`config.mk`:
```
export PLATFORM = sky130hd
export DESIGN_NAME = uart_tx_fifo_flat
export DESIGN_NICKNAME = d
export VERILOG_FILES = /design/src/rtl/uart_tx_fifo_if.sv /design/src/rtl/uart_tx_fifo.sv /design/src/flat_wrapper.sv
export SDC_FILE = /design/constraint.sdc
export NUM_CORES = 1
export LEC_CHECK = 0
export ABC_AREA = 1
export ABC_CLOCK_PERIOD_IN_PS = 3290
export BUFFER_PORTS_ARGS = -buffer_cell sky130_fd_sc_hd__buf_2
export CELL_PAD_IN_SITES_DETAIL_PLACEMENT = 0
export CELL_PAD_IN_SITES_GLOBAL_PLACEMENT = 1
export CORE_MARGIN = 3
export CORE_UTILIZATION = 50
export DETAILED_ROUTE_END_ITERATION = 10
export PLACE_DENSITY_LB_ADDON = 0.1
export SYNTH_ARGS = -nofsm -noshare
export SYNTH_HDL_FRONTEND = slang
export SYNTH_SLANG_ARGS = --single-unit
export TNS_END_PERCENT = 100
```
`constraint.sdc`:
```
create_clock -name clk -period 3.29 [get_ports clk]
set_clock_uncertainty 0.1 [all_clocks]
set_input_delay 0.329 -clock clk [delete_from_list [all_inputs] [get_ports clk]]
set_output_delay 0.329 -clock clk [all_outputs]
set_load 0.01 [all_outputs]
```
`src/rtl/uart_tx_fifo_if.sv`:
```
`default_nettype none
// ============================================================================
// Module   : uart_tx_fifo_if
// Purpose  : Byte-write and status bundle for the FIFO-buffered UART
//            transmitter.
// Signals  : tx_data_in      [7:0] byte to queue
//            tx_dv_in              write strobe, one byte per high cycle
//            tx_out                serial line, idle high
//            tx_busy_out           frame on the line
//            tx_full_out           FIFO full
//            tx_empty_out          FIFO empty
//            tx_overflow_out       sticky dropped-write flag
// Modports : master - byte producer (drives data/strobe, observes status)
//            slave  - the transmitter itself
// Revision : 1.0 - initial release
// ============================================================================
interface uart_tx_fifo_if;
    logic [7:0] tx_data_in;
    logic       tx_dv_in;
    logic       tx_out;
    logic       tx_busy_out;
    logic       tx_full_out;
    logic       tx_empty_out;
    logic       tx_overflow_out;

    modport master (
        output tx_data_in,
        output tx_dv_in,
        input  tx_out,
        input  tx_busy_out,
        input  tx_full_out,
        input  tx_empty_out,
        input  tx_overflow_out
    );

    modport slave (
        input  tx_data_in,
        input  tx_dv_in,
        output tx_out,
        output tx_busy_out,
        output tx_full_out,
        output tx_empty_out,
        output tx_overflow_out
    );
endinterface
`default_nettype wire

```
`src/rtl/uart_tx_fifo.sv`:
```
`default_nettype none
// ============================================================================
// Module   : uart_tx_fifo
// Purpose  : 8N1 UART transmitter (LSB first) fed by a small byte FIFO so a
//            producer can burst up to FIFO_DEPTH bytes without waiting on
//            the serial line.
// Ports    : clk    - design clock, all logic on posedge
//            reset  - synchronous, active-high; clears FIFO state and aborts
//                     any frame in progress
//            bus    - uart_tx_fifo_if.slave (byte write strobe + status and
//                     the serial line)
// Params   : CLKS_PER_BIT - clk cycles per serial bit (>= 2)
//            FIFO_DEPTH   - FIFO entries (power of 2, >= 2)
// Revision : 1.0 - initial release
// ============================================================================
module uart_tx_fifo #(
    parameter int CLKS_PER_BIT = 8,
    parameter int FIFO_DEPTH   = 4
) (
    input  wire logic     clk,
    input  wire logic     reset,
    uart_tx_fifo_if.slave bus
);

    localparam int PTR_W  = $clog2(FIFO_DEPTH);
    localparam int CNT_W  = PTR_W + 1;
    localparam int BAUD_W = $clog2(CLKS_PER_BIT);

    typedef enum logic [1:0] {
        S_IDLE  = 2'd0,
        S_START = 2'd1,
        S_DATA  = 2'd2,
        S_STOP  = 2'd3
    } state_t;

    // ------------------------------------------------------------------------
    // FIFO
    // ------------------------------------------------------------------------
    logic [7:0]       mem_q [FIFO_DEPTH];
    logic [PTR_W-1:0] wr_ptr_q;
    logic [PTR_W-1:0] rd_ptr_q;
    logic [CNT_W-1:0] count_q;
    logic             overflow_q;

    logic w_full;
    logic w_empty;
    logic w_wr_en;
    logic w_pop;

    state_t state_q;
    state_t state_d;

    // Full/empty come from the registered count, so a write landing in an
    // empty FIFO only becomes poppable on the following cycle.
    assign w_full  = (count_q == CNT_W'(FIFO_DEPTH));
    assign w_empty = (count_q == '0);
    assign w_wr_en = bus.tx_dv_in && !w_full;
    assign w_pop   = (state_q == S_IDLE) && !w_empty;

    always_ff @(posedge clk) begin
        if (w_wr_en) begin
            mem_q[wr_ptr_q] <= bus.tx_data_in;
        end
    end

    always_ff @(posedge clk) begin
        if (reset) begin
            wr_ptr_q   <= '0;
            rd_ptr_q   <= '0;
            count_q    <= '0;
            overflow_q <= 1'b0;
        end else begin
            // Pointers wrap naturally because FIFO_DEPTH is a power of 2.
            if (w_wr_en) begin
                wr_ptr_q <= wr_ptr_q + PTR_W'(1);
            end
            if (w_pop) begin
                rd_ptr_q <= rd_ptr_q + PTR_W'(1);
            end
            case ({w_wr_en, w_pop})
                2'b10:   count_q <= count_q + CNT_W'(1);
                2'b01:   count_q <= count_q - CNT_W'(1);
                default: count_q <= count_q;
            endcase
            // Full is judged before the edge, so a write colliding with a
            // pop from a full FIFO is still dropped.
            if (bus.tx_dv_in && w_full) begin
                overflow_q <= 1'b1;
            end
        end
    end

    // ------------------------------------------------------------------------
    // Serialiser FSM
    // ------------------------------------------------------------------------
    logic [BAUD_W-1:0] baud_q;
    logic [BAUD_W-1:0] baud_d;
    logic [2:0]        bit_q;
    logic [2:0]        bit_d;
    logic [7:0]        shift_q;
    logic [7:0]        shift_d;
    logic              tx_q;
    logic              tx_d;
    logic              w_baud_last;

    assign w_baud_last = (baud_q == BAUD_W'(CLKS_PER_BIT - 1));

    always_ff @(posedge clk) begin
        if (reset) begin
            state_q <= S_IDLE;
            baud_q  <= '0;
            bit_q   <= '0;
            shift_q <= '0;
            tx_q    <= 1'b1;
        end else begin
            state_q <= state_d;
            baud_q  <= baud_d;
            bit_q   <= bit_d;
            shift_q <= shift_d;
            tx_q    <= tx_d;
        end
    end

    // The line level is registered from the current state, so tx_out lags
    // the state by one cycle: the pop edge enters START and the line falls
    // one edge later. Every bit still lasts exactly CLKS_PER_BIT cycles.
    always_comb begin
        state_d = state_q;
        baud_d  = baud_q;
        bit_d   = bit_q;
        shift_d = shift_q;
        tx_d    = 1'b1;

        case (state_q)
            S_IDLE: begin
                tx_d = 1'b1;
                if (w_pop) begin
                    shift_d = mem_q[rd_ptr_q];
                    baud_d  = '0;
                    state_d = S_START;
                end
            end

            S_START: begin
                tx_d = 1'b0;
                if (w_baud_last) begin
                    baud_d  = '0;
                    bit_d   = '0;
                    state_d = S_DATA;
                end else begin
                    baud_d = baud_q + BAUD_W'(1);
                end
            end

            S_DATA: begin
                tx_d = shift_q[0];
                if (w_baud_last) begin
                    baud_d  = '0;
                    shift_d = {1'b0, shift_q[7:1]};
                    if (bit_q == 3'd7) begin
                        state_d = S_STOP;
                    end else begin
                        bit_d = bit_q + 3'd1;
                    end
                end else begin
                    baud_d = baud_q + BAUD_W'(1);
                end
            end

            S_STOP: begin
                tx_d = 1'b1;
                if (w_baud_last) begin
                    baud_d  = '0;
                    state_d = S_IDLE;
                end else begin
                    baud_d = baud_q + BAUD_W'(1);
                end
            end

            default: begin
                state_d = S_IDLE;
            end
        endcase
    end

    // ------------------------------------------------------------------------
    // Outputs
    // ------------------------------------------------------------------------
    assign bus.tx_out          = tx_q;
    assign bus.tx_busy_out     = (state_q != S_IDLE);
    assign bus.tx_full_out     = w_full;
    assign bus.tx_empty_out    = w_empty;
    assign bus.tx_overflow_out = overflow_q;

endmodule
`default_nettype wire
```
`src/flat_wrapper.sv`:
```
// flat-port wrapper written by rule: the top's interface ports become plain ports
module uart_tx_fifo_flat 
#(
    parameter int CLKS_PER_BIT = 8,
    parameter int FIFO_DEPTH   = 4
)
  (clk, reset, bus_tx_data_in, bus_tx_dv_in, bus_tx_out, bus_tx_busy_out, bus_tx_full_out, bus_tx_empty_out, bus_tx_overflow_out);
  uart_tx_fifo_if bus_i ();
  input  wire logic clk;
  input  wire logic reset;
  input wire logic [$bits(bus_i.tx_data_in)-1:0] bus_tx_data_in;
  input wire logic [$bits(bus_i.tx_dv_in)-1:0] bus_tx_dv_in;
  output wire logic [$bits(bus_i.tx_out)-1:0] bus_tx_out;
  output wire logic [$bits(bus_i.tx_busy_out)-1:0] bus_tx_busy_out;
  output wire logic [$bits(bus_i.tx_full_out)-1:0] bus_tx_full_out;
  output wire logic [$bits(bus_i.tx_empty_out)-1:0] bus_tx_empty_out;
  output wire logic [$bits(bus_i.tx_overflow_out)-1:0] bus_tx_overflow_out;
  assign bus_i.tx_data_in = bus_tx_data_in;
  assign bus_i.tx_dv_in = bus_tx_dv_in;
  assign bus_tx_out = bus_i.tx_out;
  assign bus_tx_busy_out = bus_i.tx_busy_out;
  assign bus_tx_full_out = bus_i.tx_full_out;
  assign bus_tx_empty_out = bus_i.tx_empty_out;
  assign bus_tx_overflow_out = bus_i.tx_overflow_out;
  uart_tx_fifo #(.CLKS_PER_BIT(CLKS_PER_BIT), .FIFO_DEPTH(FIFO_DEPTH)) u_core (.clk(clk), .reset(reset), .bus(bus_i));
endmodule
```
Yosys cells after proc, flatten, opt, wreduce, memory -nomap -nowiden:

Memories as Yosys holds them, arrays and structs flattened. A register that Yosys moved wholly into a read port is not among the register bits.
Cells that the tools add are included.

* add/subtract/negate cells: 6
* equality and inequality tests: 14
* multiplexer cells: 22
* reductions and logical operators: 16

Operators by type and width (number)
* one-hot mux 3 bit (2 select lines): 3
* 2-to-1 mux 8 bit: 2
* one-hot mux 8 bit (2 select lines): 1
* 2-to-1 mux 3 bit: 5
* 2-to-1 mux 2 bit: 7
* != test 2 x 1 -> 1 bit, second input constant: 5
* adder 3 x 1 -> 3 bit, second input constant: 3
* == test 3 bit, second input constant: 3
* one-hot mux 2 bit (4 select lines): 1
* nonzero test 2 bit: 4
* == test 2 bit, second input constant: 3
* AND reduction 5 bit: 1
* adder 2 x 1 -> 2 bit, second input constant: 2
* == test 2 x 1 -> 1 bit, second input constant: 2
* AND reduction 4 bit: 1
* logical AND 1 bit: 3
* zero test 3 bit: 1
* one-hot mux 1 bit (3 select lines): 1
* AND reduction 3 bit: 1
* OR reduction 3 bit: 1
* subtractor 3 x 1 -> 3 bit, second input constant: 1
* zero test 1 bit: 2
* zero test 2 bit: 1
* 2-to-1 mux 1 bit: 2
* 2 further kinds: 2

* bits in registers: 25
* memory bits (writable): 32
* word-level logic and storage cells: 68
* memories: 1

Memory list
* u_core.mem_q: words 4, width 8, read ports 1, clocked after memory_dff 1, wr ports 1, line uart_tx_fifo.sv:39 `logic [7:0] mem_q [FIFO_DEPTH];`

Logic depth before layout (Yosys ltp):

Gate-level depths: netlist of run 1.

* word-level depth: 5
* depth in mapped cells: 12
* depth with buffers taken out: 12

Least setup slack after synthesis of run 1:

Ideal clock, no wire load.

* path type: register -> register
* start: reg u_core.state_q[0]
* end: reg u_core.count_q[2]
* arrival time: 1806 ps
* slack: 1271 ps
* stages on the path, launching flop included: 12
* path buffers: 0
* cells stage by stage: dfxtp_1 > inv_1 > ha_1 > inv_2 > nor2_2 > ha_1 > inv_1 > fa_1 > a21oi_1 > o21ai_1 > nor2_1 > nor2_1

* word-level cells in the longest chain between the ends: 4

Ends and longest elaborated chain
* start: declaration: line uart_tx_fifo.sv:50 `state_t state_q;`
* start signal: assignment: line uart_tx_fifo.sv:116 `state_q <= state_d;`
* zero test 2 bit (*): line uart_tx_fifo.sv:58 `assign w_pop = (state_q == S_IDLE) && !w_empty;`
* logical AND 1 bit (*): line uart_tx_fifo.sv:58
* net u_core.w_pop: line uart_tx_fifo.sv:48 `logic w_pop;`
* == test 2 x 1 -> 1 bit / == test 2 bit (equally long branches): line uart_tx_fifo.sv:80 `case ({w_wr_en, w_pop})`
* one-hot mux 3 bit (2 select lines) / nonzero test 2 bit (equally long branches)
* end signal: assignment: line uart_tx_fifo.sv:81 `2'b10: count_q <= count_q + CNT_W'(1);`
* end signal: assignment: line uart_tx_fifo.sv:82 `2'b01: count_q <= count_q - CNT_W'(1);`
* end signal: assignment: line uart_tx_fifo.sv:83 `default: count_q <= count_q;`
* end: declaration: line uart_tx_fifo.sv:42 `logic [CNT_W-1:0] count_q;`

The timed path passes the listed nets; every way through them passes the cells marked *.
A chain may end at the register's enable or synchronous reset.

Worst setup path in the final report of run 1:

* start: reg u_core.state_q[1]
* end: reg u_core.count_q[2]

Same word-level chain as after synthesis.

==> qor.yml, run 1 <==
status: "finished clean"
slew_headroom: 0.432
synthToLayoutAreaGrowth_pct: 10.3
clk_root_buffer_cell: "clkbuf_8"
synth-seq-area-share: 0.557
yosysMostFrequentCell: "nand2_1"
fp-row-count: 26
drive_gt1_frac: 0.145
synth-edff-count: 32
cts_max_level: 3
crit_family: "adder cells"
postRouteAntennaNets: 0
cts-buffers-inserted: 9
start_util: 0.521
synth_area_um2: 2700
drt_iter0_drc: 96
tightest_slew_ps: 848
hpwlAfterDp_mm: 3.22
fin_cells: 388
yosys.area_share.simple: 0.216
grt_pass1_vias: 1663
vias: 1891
ctsResizeCount: 0
grt_setup_unrepaired: "no"
dieArea_um2: 6310
power_density_nw_per_um2: 898
coreArea_um2: 5170
synth_top_family_by_area: "simple AND/OR/NAND/NOR gates"
worstPathMaxFanout: 6
fp.dieH_um: 79.4
grt.overflow.total: 0
cts_hold_buf: 0
p_leak_nw: 1.28
path_class: "reg2reg"
portBuffers: 15
cpPeakStageDelay_ps: 380
grt_max_degree: 18
hold_viol_final: 0
ys_ff_latch: 59
clock_power_share: 0.231
ys_types: 29
path_cells: "inv_1 > ha_1 > inv_2 > nor2_2 > ha_1 > inv_1 > fa_1 > a21oi_1 > o21ai_1 > nand2_1 > nand2_1 > nor2_1"
netSwitchingFraction: 0.391
clk_latency_ps: 340
dp_cells: 372
max_freq_mhz: 456
finalSetupViolations: 0
yosys_most_used_dff: "edfxtp_1"
p_int_mw: 1.63
clock_path_buffers: 2
post-route-drc-count: 0
finalCriticalPeriod_ps: 2190
setup_tns_ps: 0
finalMaxSlewViolations: 0
synthDominantCellAreaShare: 0.356
cp_slowest_cell: "fa_1"
via_per_inst: 4.87
drt-wirelength-per-cell_um: 12.8
crit_arrival_ps: 2370
critPathCaptureType: "register"
seq_power_share: 0.392
startpoint_type: "register"
cts_tree: "yes"
max-cap-violations: 0
critPathBufInv: 3
syn_inst: 296
synth_compound_area_frac: 0.0747
layout.nets: 339
switchingPower_mw: 1.04
antenna_found_initial: 0
avgSynthCellArea_um2: 9.11
synth.area.mux_share: 0
globalplace.congestion: 0.745
track_usage: 0.172
combPwrFrac: 0.378
grt_pass1_wl_mm: 8.03
routed_wl_mm: 4.96
n_antenna_cell: 0
cp.required_ps: 3470
yosysWarnings: 0
syn_nets: 322
synthArstFlopShare: 0
dr.pass1.iters: 4
dieWidth_um: 79.4
ios: 16
post-route-period-util: 0.667
yosys-top-cells-count: "nand2_1, edfxtp_1, nor2_1, a21oi_1, dfxtp_1"
vdd_drop_max_mv: 0.551
cts.sinks: 59
cts_setup_buffers: 0
hold_class: "in2reg"
synthAdderAreaFrac: 0.0724
path_clk_slew_ps: 70
yosysTopAreaCell: "edfxtp_1"
synthTopCellsByArea: "edfxtp_1, dfxtp_1, nand2_1, ha_1, a21oi_1"
synth_xor_area_frac: 0.00325
cell families (layout without fill, tap and decap cells):
kind of cell	Yosys count	after routing
simple gates	136	136
flops	59	59
fa+ha+maj	15	15
buf+inv	46	68
compound gates	39	39
xor+xnor	1	1
power groups by stage:
stage | sequential (mW) | clock (mW) | combinational, mW
2_1_floorplan | 1.01 | 0 | 0.876
3_5_place_dp | 1.06 | 0 | 1.02
5_1_grt | 1.07 | 0.659 | 1.17
4_1_cts | 1.05 | 0.630 | 1.02
6_report | 1.05 | 0.616 | 1.01
3_3_place_gp | 1.06 | 0 | 1.01
metrics by stage:
step,instance area (um^2),setup WS (ps),utilization,hold WS (ps),power [mW]
finish,2970,1100,0.575,105,2.67
global route,2970,878,0.575,92.6,2.90
CTS,2970,1090,0.575,92.0,2.70
detailed placement,2800,1110,0.540,343,2.08
global placement,2800,1170,0.540,336,2.07
floorplan,2700,1270,-,328,1.88
sequential cells by signal (all words and copies together), names as in the netlist, named ones only:
name                        flops
u_core.mem_q                   32
u_core.shift_q                  8
u_core.baud_q                   3
u_core.bit_q                    3
u_core.count_q                  3
u_core.rd_ptr_q                 2
u_core.state_q                  2
u_core.wr_ptr_q                 2
u_core.bus.tx_out               1
u_core.bus.tx_overflow_out      1
layout by cell type (no fill, tap or decap):
cell type / netlist / layout
nand2_1: 79 / 79
nor2_1: 32 / 32
edfxtp_1: 32 / 32
a21oi_1: 27 / 27
dfxtp_1: 27 / 27
inv_1: 25 / 25
buf_2: 3 / 15
ha_1: 14 / 14
inv_2: 10 / 10
nand3_1: 10 / 10
clkbuf_8: 0 / 9
o21ai_1: 8 / 8
nand4_1: 7 / 7
clkbuf_1: 1 / 3
nor2_2: 2 / 2
nand2_2: 2 / 2
o21ai_0: 2 / 2
clkinv_1: 1 / 2
clkinv_2: 0 / 2
xor2_1: 1 / 1
nand3_2: 1 / 1
nand3_4: 1 / 1
inv_6: 1 / 1
nand4_2: 1 / 1
a21oi_2: 1 / 1
or2_1: 1 / 1
a211oi_1: 1 / 1
fa_1: 1 / 1
bufinv_16: 0 / 1
path summary, 6_finish.rpt:
path                                                 start                         end  slack [ps]  cells past startpoint
worst max-delay path                     u_core.state_q[1]           u_core.count_q[2]        1100                     12
worst min-delay path                     bus_tx_data_in[3]          u_core.mem_q[2][3]         100                      1
worst min register to register  u_core.bus.tx_overflow_out  u_core.bus.tx_overflow_out         350                      2
worst max register to register           u_core.state_q[1]           u_core.count_q[2]        1100                     12
final cells by class:
| type | instances | area [um^2] |
|---|---|---|
| clock buffers | 12 | 135 |
| clock inverters | 4 | 43.8 |
| fillers | 463 | 2200 |
| inverters | 37 | 144 |
| multi-input cells | 191 | 987 |
| flip-flops and latches | 59 | 1500 |
| well taps | 70 | 87.6 |
| repair buffers | 15 | 75.1 |
routing by layer:
metal	part of all wire	vias to the layer above	track usage
met4	0.026	0	0.103
met2	0.44	36	0.252
li1	-	1003	-
met1	0.49	842	0.230
met3	0.048	10	0.0440
met5	0	-	0
Power figures use the tool's default switching activity.
==> run 2, diff against run 1 <==
--- a/config.mk
+++ b/config.mk
@@ -6,12 +6,12 @@
 export NUM_CORES = 1
 export LEC_CHECK = 0
 export ABC_AREA = 1
-export ABC_CLOCK_PERIOD_IN_PS = 3290
+export ABC_CLOCK_PERIOD_IN_PS = 2000
 export BUFFER_PORTS_ARGS = -buffer_cell sky130_fd_sc_hd__buf_2
 export CELL_PAD_IN_SITES_DETAIL_PLACEMENT = 0
 export CELL_PAD_IN_SITES_GLOBAL_PLACEMENT = 1
 export CORE_MARGIN = 3
-export CORE_UTILIZATION = 50
+export CORE_UTILIZATION = 42
 export DETAILED_ROUTE_END_ITERATION = 10
 export PLACE_DENSITY_LB_ADDON = 0.1
 export SYNTH_ARGS = -nofsm -noshare
==> constraint.sdc (replaced) <==
create_clock -name clk -period 2 [get_ports clk]
set_clock_uncertainty 0.1 [all_clocks]
set_input_delay 0.2 -clock clk [delete_from_list [all_inputs] [get_ports clk]]
set_output_delay 0.2 -clock clk [all_outputs]
set_load 0.01 [all_outputs]
==> run 2 against run 1 <==
Core utilization down 4.0 points. Largest cell class unchanged. Die area up 18%. Sequential power up 60%. Sequential share of layout area down 4.1 points. Via count up 3.8%. Cell count up 7.0%. Worst setup slack worse by 930 ps. Cell area up 9.0%. Total power up 80%. Hold slack worse by 62 ps. Global-route usage down 0.95 points.
==> qor.yml, run 2 (same netlist as run 1, synthesis figures left out) <==
reg2reg_to: "u_core.count_q[2]"
vias: 1962  # +3.8%
portBuffers: 15  # unchanged
nFillCells: 596  # +29%
dr.pass1.iters: 4  # unchanged
total_power_mw: 4.81  # +80%
path_cells: "nor2_4 > nand2_1 > inv_2 > nor2_4 > ha_4 > inv_2 > fa_2 > a21oi_2 > o21ai_2 > nand2_1 > nand2_1 > nor2_1"
track_usage: 0.163  # -0.00954
grt_pass1_vias: 1969  # +18%
antenna_found_initial: 0  # unchanged
cts.sinks: 59  # unchanged
largest_register_ffs: 32  # unchanged
cts-buffers-inserted: 9  # unchanged
cpPeakStageDelay_ps: 410  # +30 ps
crit_top_cell: "nand2_1"
n_antenna_cell: 0  # unchanged
path_class: "reg2reg"
globalplace.congestion: 0.744  # about the same
postRouteAntennaNets: 0  # unchanged
drt-wirelength-per-cell_um: 12.8  # -0.31%
fp.dieH_um: 86.1  # +8.4%
critPathCaptureType: "register"
multi_input_area_um2: 1030  # +4.6%
cp_slowest_cell: "dfxtp_1"
grt.overflow.total: 0  # unchanged
post-route-period-util: 0.914  # +0.248
vdd_drop_max_mv: 0.819  # +49%
hold_class: "in2reg"
clk_latency_ps: 330  # about the same
setup_tns_ps: 0  # unchanged
final_cell_mix: "nand2_1, nor2_1, edfxtp_1"
tightest_slew_ps: 611  # -237 ps
cp.required_ps: 2170  # -1300 ps
drive_gt1_frac: 0.206  # +0.0612
reg.largest.list: "u_core.mem_q x32, u_core.shift_q x8"
hpwlAfterDp_mm: 3.54  # +9.9%
rr_worst_depth: 12  # unchanged
max-cap-violations: 0  # unchanged
worstPathMaxFanout: 3  # -3
r2r_start: "u_core.count_q[1]"
regArea_um2: 1500  # about the same
p_leak_nw: 1.40  # +9.3%
post-route-drc-count: 0  # unchanged
dieWidth_um: 86.1  # +8.4%
max_freq_mhz: 547  # +20%
hold_viol_final: 0  # unchanged
status: "finished clean"
hold_depth: 3  # +2
fin_cells: 415  # +7.0%
dieArea_um2: 7420  # +18%
startpoint_type: "register"
start_util: 0.445  # -0.0764
drt_iter0_drc: 78  # -19%
path_clk_slew_ps: 60  # about the same
synthToLayoutAreaGrowth_pct: 20.2
min_from: "bus_tx_dv_in"
grt_setup_unrepaired: "no"
dp_cells: 390  # +4.8%
via_per_inst: 4.73  # -3.0%
fp-row-count: 28  # +7.7%
ios: 16  # unchanged
clk_root_buffer_cell: "clkbuf_8"
finalSetupViolations: 0  # unchanged
regMostFlops: "u_core.mem_q"
clock_path_buffers: 2  # unchanged
cts_tree: "yes"
slew_headroom: 0.592  # +0.160
finalCriticalPeriod_ps: 1830  # -365 ps
layout.nets: 362  # +6.8%
power_density_nw_per_um2: 1480  # +65%
r2r_slack_ps: 170  # -930 ps
finalMaxSlewViolations: 0  # unchanged
grt_pass1_wl_mm: 9.17  # +14%
hold_path_end: "u_core.bus.tx_overflow_out"
final_common_cell: "nand2_1"
crit_arrival_ps: 2000  # -370 ps
cts_max_level: 3  # unchanged
grt_max_degree: 18  # unchanged
routed_wl_mm: 5.29  # +6.6%
coreArea_um2: 6060  # +17%
-- run 2: worst max path at each step --
stage	from	end	slack, ps	cells after the start
2_1_floorplan	u_core.state_q[0]	u_core.count_q[2]	20	11
3_3_place_gp	u_core.state_q[0]	u_core.count_q[2]	100	12
3_5_place_dp	u_core.state_q[0]	u_core.count_q[2]	60	12
4_1_cts	u_core.state_q[0]	u_core.count_q[2]	30	12
5_1_grt	u_core.state_q[0]	u_core.bit_q[0]	4	8
6_report	u_core.count_q[1]	u_core.count_q[2]	170	12
-- run 2: where the power goes --
| part | total [mW] | switching (mW) | leakage (nW) | internal, mW |
|---|---|---|---|---|
| Combinational | 2.00 | 1.22 | 0.779 | 0.780 |
| Clock | 1.13 | 0.436 | 0.100 | 0.694 |
| Sequential | 1.68 | 0.148 | 0.516 | 1.53 |
-- run 2: through the flow --
stage                     area (um^2)   util  setup slack [ps]  hold WS [ps]
final                            3240  0.535               171          43.0
after global routing             3240  0.535              3.79          57.1
after CTS                        3180  0.525              29.5          32.7
after detailed placement         2900  0.479              62.5           320
after global placement           2900  0.479               101           318
after floorplan                  2700      -              22.5           199
-- run 2: area by class of cell --
class	count	share of cell area
Inverter	37	0.0444
Clock buffer	12	0.0417
Timing Repair Buffer	38	0.0826
Sequential cell	59	0.464
Tap cell	75	0.0290
Multi-Input combinational cell	191	0.319
Clock inverter	3	0.0201
-- run 2: metal layers --
metal	up-vias	part of all wire	GRT usage
met5	-	0	0
met4	0	0.022	0.0820
met3	12	0.026	0.0375
met2	21	0.45	0.259
met1	888	0.50	0.208
li1	1041	-	-
-- run 2: worst max-delay path, delay by kind of cell, from the launching register on --
family          cells  cell delay [ps]
fa+ha+maj           2              510
flops               1              410
buf+inv             2              100
simple gates        6              460
compound gates      2              200
-- run 2: repair_timing --
item	in CTS	in global routing
resized for setup	0	12
setup endpoints to repair	0	2
setup buffers	0	2
hold buffers	8	0
hold endpoints to repair	32	0
==> run 3, diff against run 2 <==
--- a/config.mk
+++ b/config.mk
@@ -8,7 +8,7 @@
 export ABC_AREA = 1
 export ABC_CLOCK_PERIOD_IN_PS = 2000
 export BUFFER_PORTS_ARGS = -buffer_cell sky130_fd_sc_hd__buf_2
-export CELL_PAD_IN_SITES_DETAIL_PLACEMENT = 0
+export CELL_PAD_IN_SITES_DETAIL_PLACEMENT = 1
 export CELL_PAD_IN_SITES_GLOBAL_PLACEMENT = 1
 export CORE_MARGIN = 3
 export CORE_UTILIZATION = 42
==> run 3 against run 2 <==
Register-to-register slack lost 30 ps. Clock-buffer cell count shrank 2. Routed wire length grew 11%. Die area is the same. Combinational power shrank 3%. Global-route usage grew 2.4 points. Critical path depth is the same. Critical path type unchanged. Highest routed layer unchanged.
==> qor.yml, run 3 (same netlist as run 1, synthesis figures left out) <==
status: "finished clean"
cp.required_ps: 2170  # about the same
min_from: "bus_tx_dv_in"
hpwlAfterDp_mm: 4.01  # +13%
startpoint_type: "register"
start_util: 0.445  # unchanged
combPwrFrac: 0.420  # +0.004
drt_iter0_drc: 83  # +6.4%
post-route-drc-count: 0  # unchanged
fp-row-count: 28  # unchanged
dieArea_um2: 7420  # unchanged
layout.nets: 360  # -0.55%
post-route-period-util: 0.927  # +0.0129
dr.pass1.iters: 4  # unchanged
rr_worst_depth: 12  # unchanged
place_area_um2: 2900  # unchanged
vdd_drop_max_mv: 0.822  # +0.36%
netSwitchingFraction: 0.395  # +0.0199
finalMaxSlewViolations: 0  # unchanged
nFillCells: 720  # +21%
fin_area_um2: 3180  # -1.7%
slew_headroom: 0.573  # -0.0188
switchingPower_mw: 1.84  # +1.8%
crit_arrival_ps: 2030  # +30 ps
dieWidth_um: 86.1  # unchanged
grt_max_degree: 18  # unchanged
dp_cells: 390  # unchanged
reg2reg_to: "u_core.count_q[2]"
regMostFlops: "u_core.mem_q"
r2r_slack_ps: 150  # -30 ps
setup_tns_ps: 0  # unchanged
ios: 16  # unchanged
finalCriticalPeriod_ps: 1850  # +25.8 ps
drive_gt1_frac: 0.189  # -0.0171
fp.dieH_um: 86.1  # unchanged
cts.sinks: 59  # unchanged
max_freq_mhz: 539  # -1.4%
grt.overflow.total: 0  # unchanged
portBuffers: 15  # unchanged
path_cells: "inv_2 > ha_4 > inv_2 > nor2_4 > ha_1 > inv_1 > fa_2 > a21oi_1 > o21ai_1 > nand2_1 > nand2_1 > nor2_1"
globalplace.congestion: 0.744  # unchanged
worstPathMaxFanout: 3  # unchanged
drt-wirelength-per-cell_um: 14.2  # +12%
synthToLayoutAreaGrowth_pct: 18.1
max-cap-violations: 0  # unchanged
cpPeakStageDelay_ps: 340  # -70 ps
vias: 2054  # +4.7%
p_int_mw: 2.81  # -6.4%
seq_power_share: 0.361  # +0.012
grt_setup_unrepaired: "no"
final_cell_mix: "nand2_1, nor2_1, edfxtp_1"
hold_path_end: "u_core.bus.tx_overflow_out"
cts_max_level: 3  # unchanged
cp_slowest_cell: "fa_2"
final_common_cell: "nand2_1"
postRouteAntennaNets: 0  # unchanged
critPathCaptureType: "register"
grt_pass1_vias: 2178  # +11%
hold_depth: 3  # unchanged
clock_path_buffers: 2  # unchanged
track_usage: 0.187  # +0.0239
clk_latency_ps: 340  # about the same
clk_root_buffer_cell: "clkbuf_8"
cts-buffers-inserted: 9  # unchanged
largest_register_ffs: 32  # unchanged
r2r_start: "u_core.state_q[0]"
power_density_nw_per_um2: 1460  # -1.6%
p_leak_nw: 1.37  # -1.9%
reg.largest.list: "u_core.mem_q x32, u_core.shift_q x8"
clock_power_share: 0.219  # -0.016
grt_pass1_wl_mm: 10.4  # +13%
via_per_inst: 4.96  # +4.9%
tightest_slew_ps: 639  # +28.1 ps
coreArea_um2: 6060  # unchanged
path_clk_slew_ps: 60  # about the same
fin_cells: 414  # -0.24%
cts_tree: "yes"
finalSetupViolations: 0  # unchanged
n_antenna_cell: 0  # unchanged
path_class: "reg2reg"
routed_wl_mm: 5.90  # +11%
antenna_found_initial: 0  # unchanged
hold_viol_final: 0  # unchanged
hold_class: "in2reg"
run 3: stage by stage:
stage / util / hold slack, ps / worst slack [ps] / power [mW]
4_1_cts: 0.523 / 19.4 / 34.2 / 4.69
2_1_floorplan: - / 199 / 22.5 / 3.11
3_3_place_gp: 0.479 / 318 / 101 / 3.58
5_1_grt: 0.525 / 39.1 / 6.98 / 5.11
6_report: 0.525 / 33.8 / 146 / 4.65
3_5_place_dp: 0.479 / 324 / 52.6 / 3.64
run 3: what timing repair did:
| action | in CTS | in global routing |
|---|---|---|
| setup buffers | 0 | 0 |
| hold buffers | 8 | 0 |
| hold endpoints to repair | 32 | 0 |
| resized for setup | 0 | 6 |
| setup endpoints to repair | 0 | 2 |
run 3: worst max path at each step:
stage                     slack, ps  cells after the start           endpoint               from
after detailed placement         50                     12  u_core.count_q[2]  u_core.state_q[0]
after floorplan                  20                     11  u_core.count_q[2]  u_core.state_q[0]
after global placement          100                     12  u_core.count_q[2]  u_core.state_q[0]
final                           150                     12  u_core.count_q[2]  u_core.state_q[0]
after global routing              7                      9  u_core.count_q[1]  u_core.count_q[0]
after CTS                        30                     12  u_core.count_q[2]  u_core.state_q[0]
run 3: power groups by stage:
stage / Sequential, mW / Clock, mW / Combinational, mW
final: 1.68 / 1.02 / 1.95
after global routing: 1.71 / 1.12 / 2.27
after CTS: 1.68 / 1.05 / 1.96
after detailed placement: 1.70 / 0 / 1.94
after global placement: 1.69 / 0 / 1.89
after floorplan: 1.65 / 0 / 1.46
run 3: critical path, delay by kind of cell, from the launching register on:
| family | cells | cell delay (ps) |
|---|---|---|
| fa+ha+maj | 3 | 630 |
| flops | 1 | 320 |
| simple gates | 4 | 300 |
| compound gates | 2 | 230 |
| buf+inv | 3 | 200 |
run 3: area by class of cell:
cell class                 count  area (um^2)  area share
inverter                      37          144      0.0452
tap                           75         93.8      0.0295
clock buffer                  10          128      0.0401
timing repair buffer          36          253      0.0794
multi-input combinational    191         1010       0.316
sequential                    59         1500       0.472
clock inverter                 6         56.3      0.0177
run 3: per-layer routing:
layer	part of all wire	track usage	vias to the layer above
met2	0.49	0.306	19
met3	0.023	0.0365	12
met4	0.025	0.0993	0
met5	0	0	-
li1	-	-	1037
met1	0.46	0.232	986
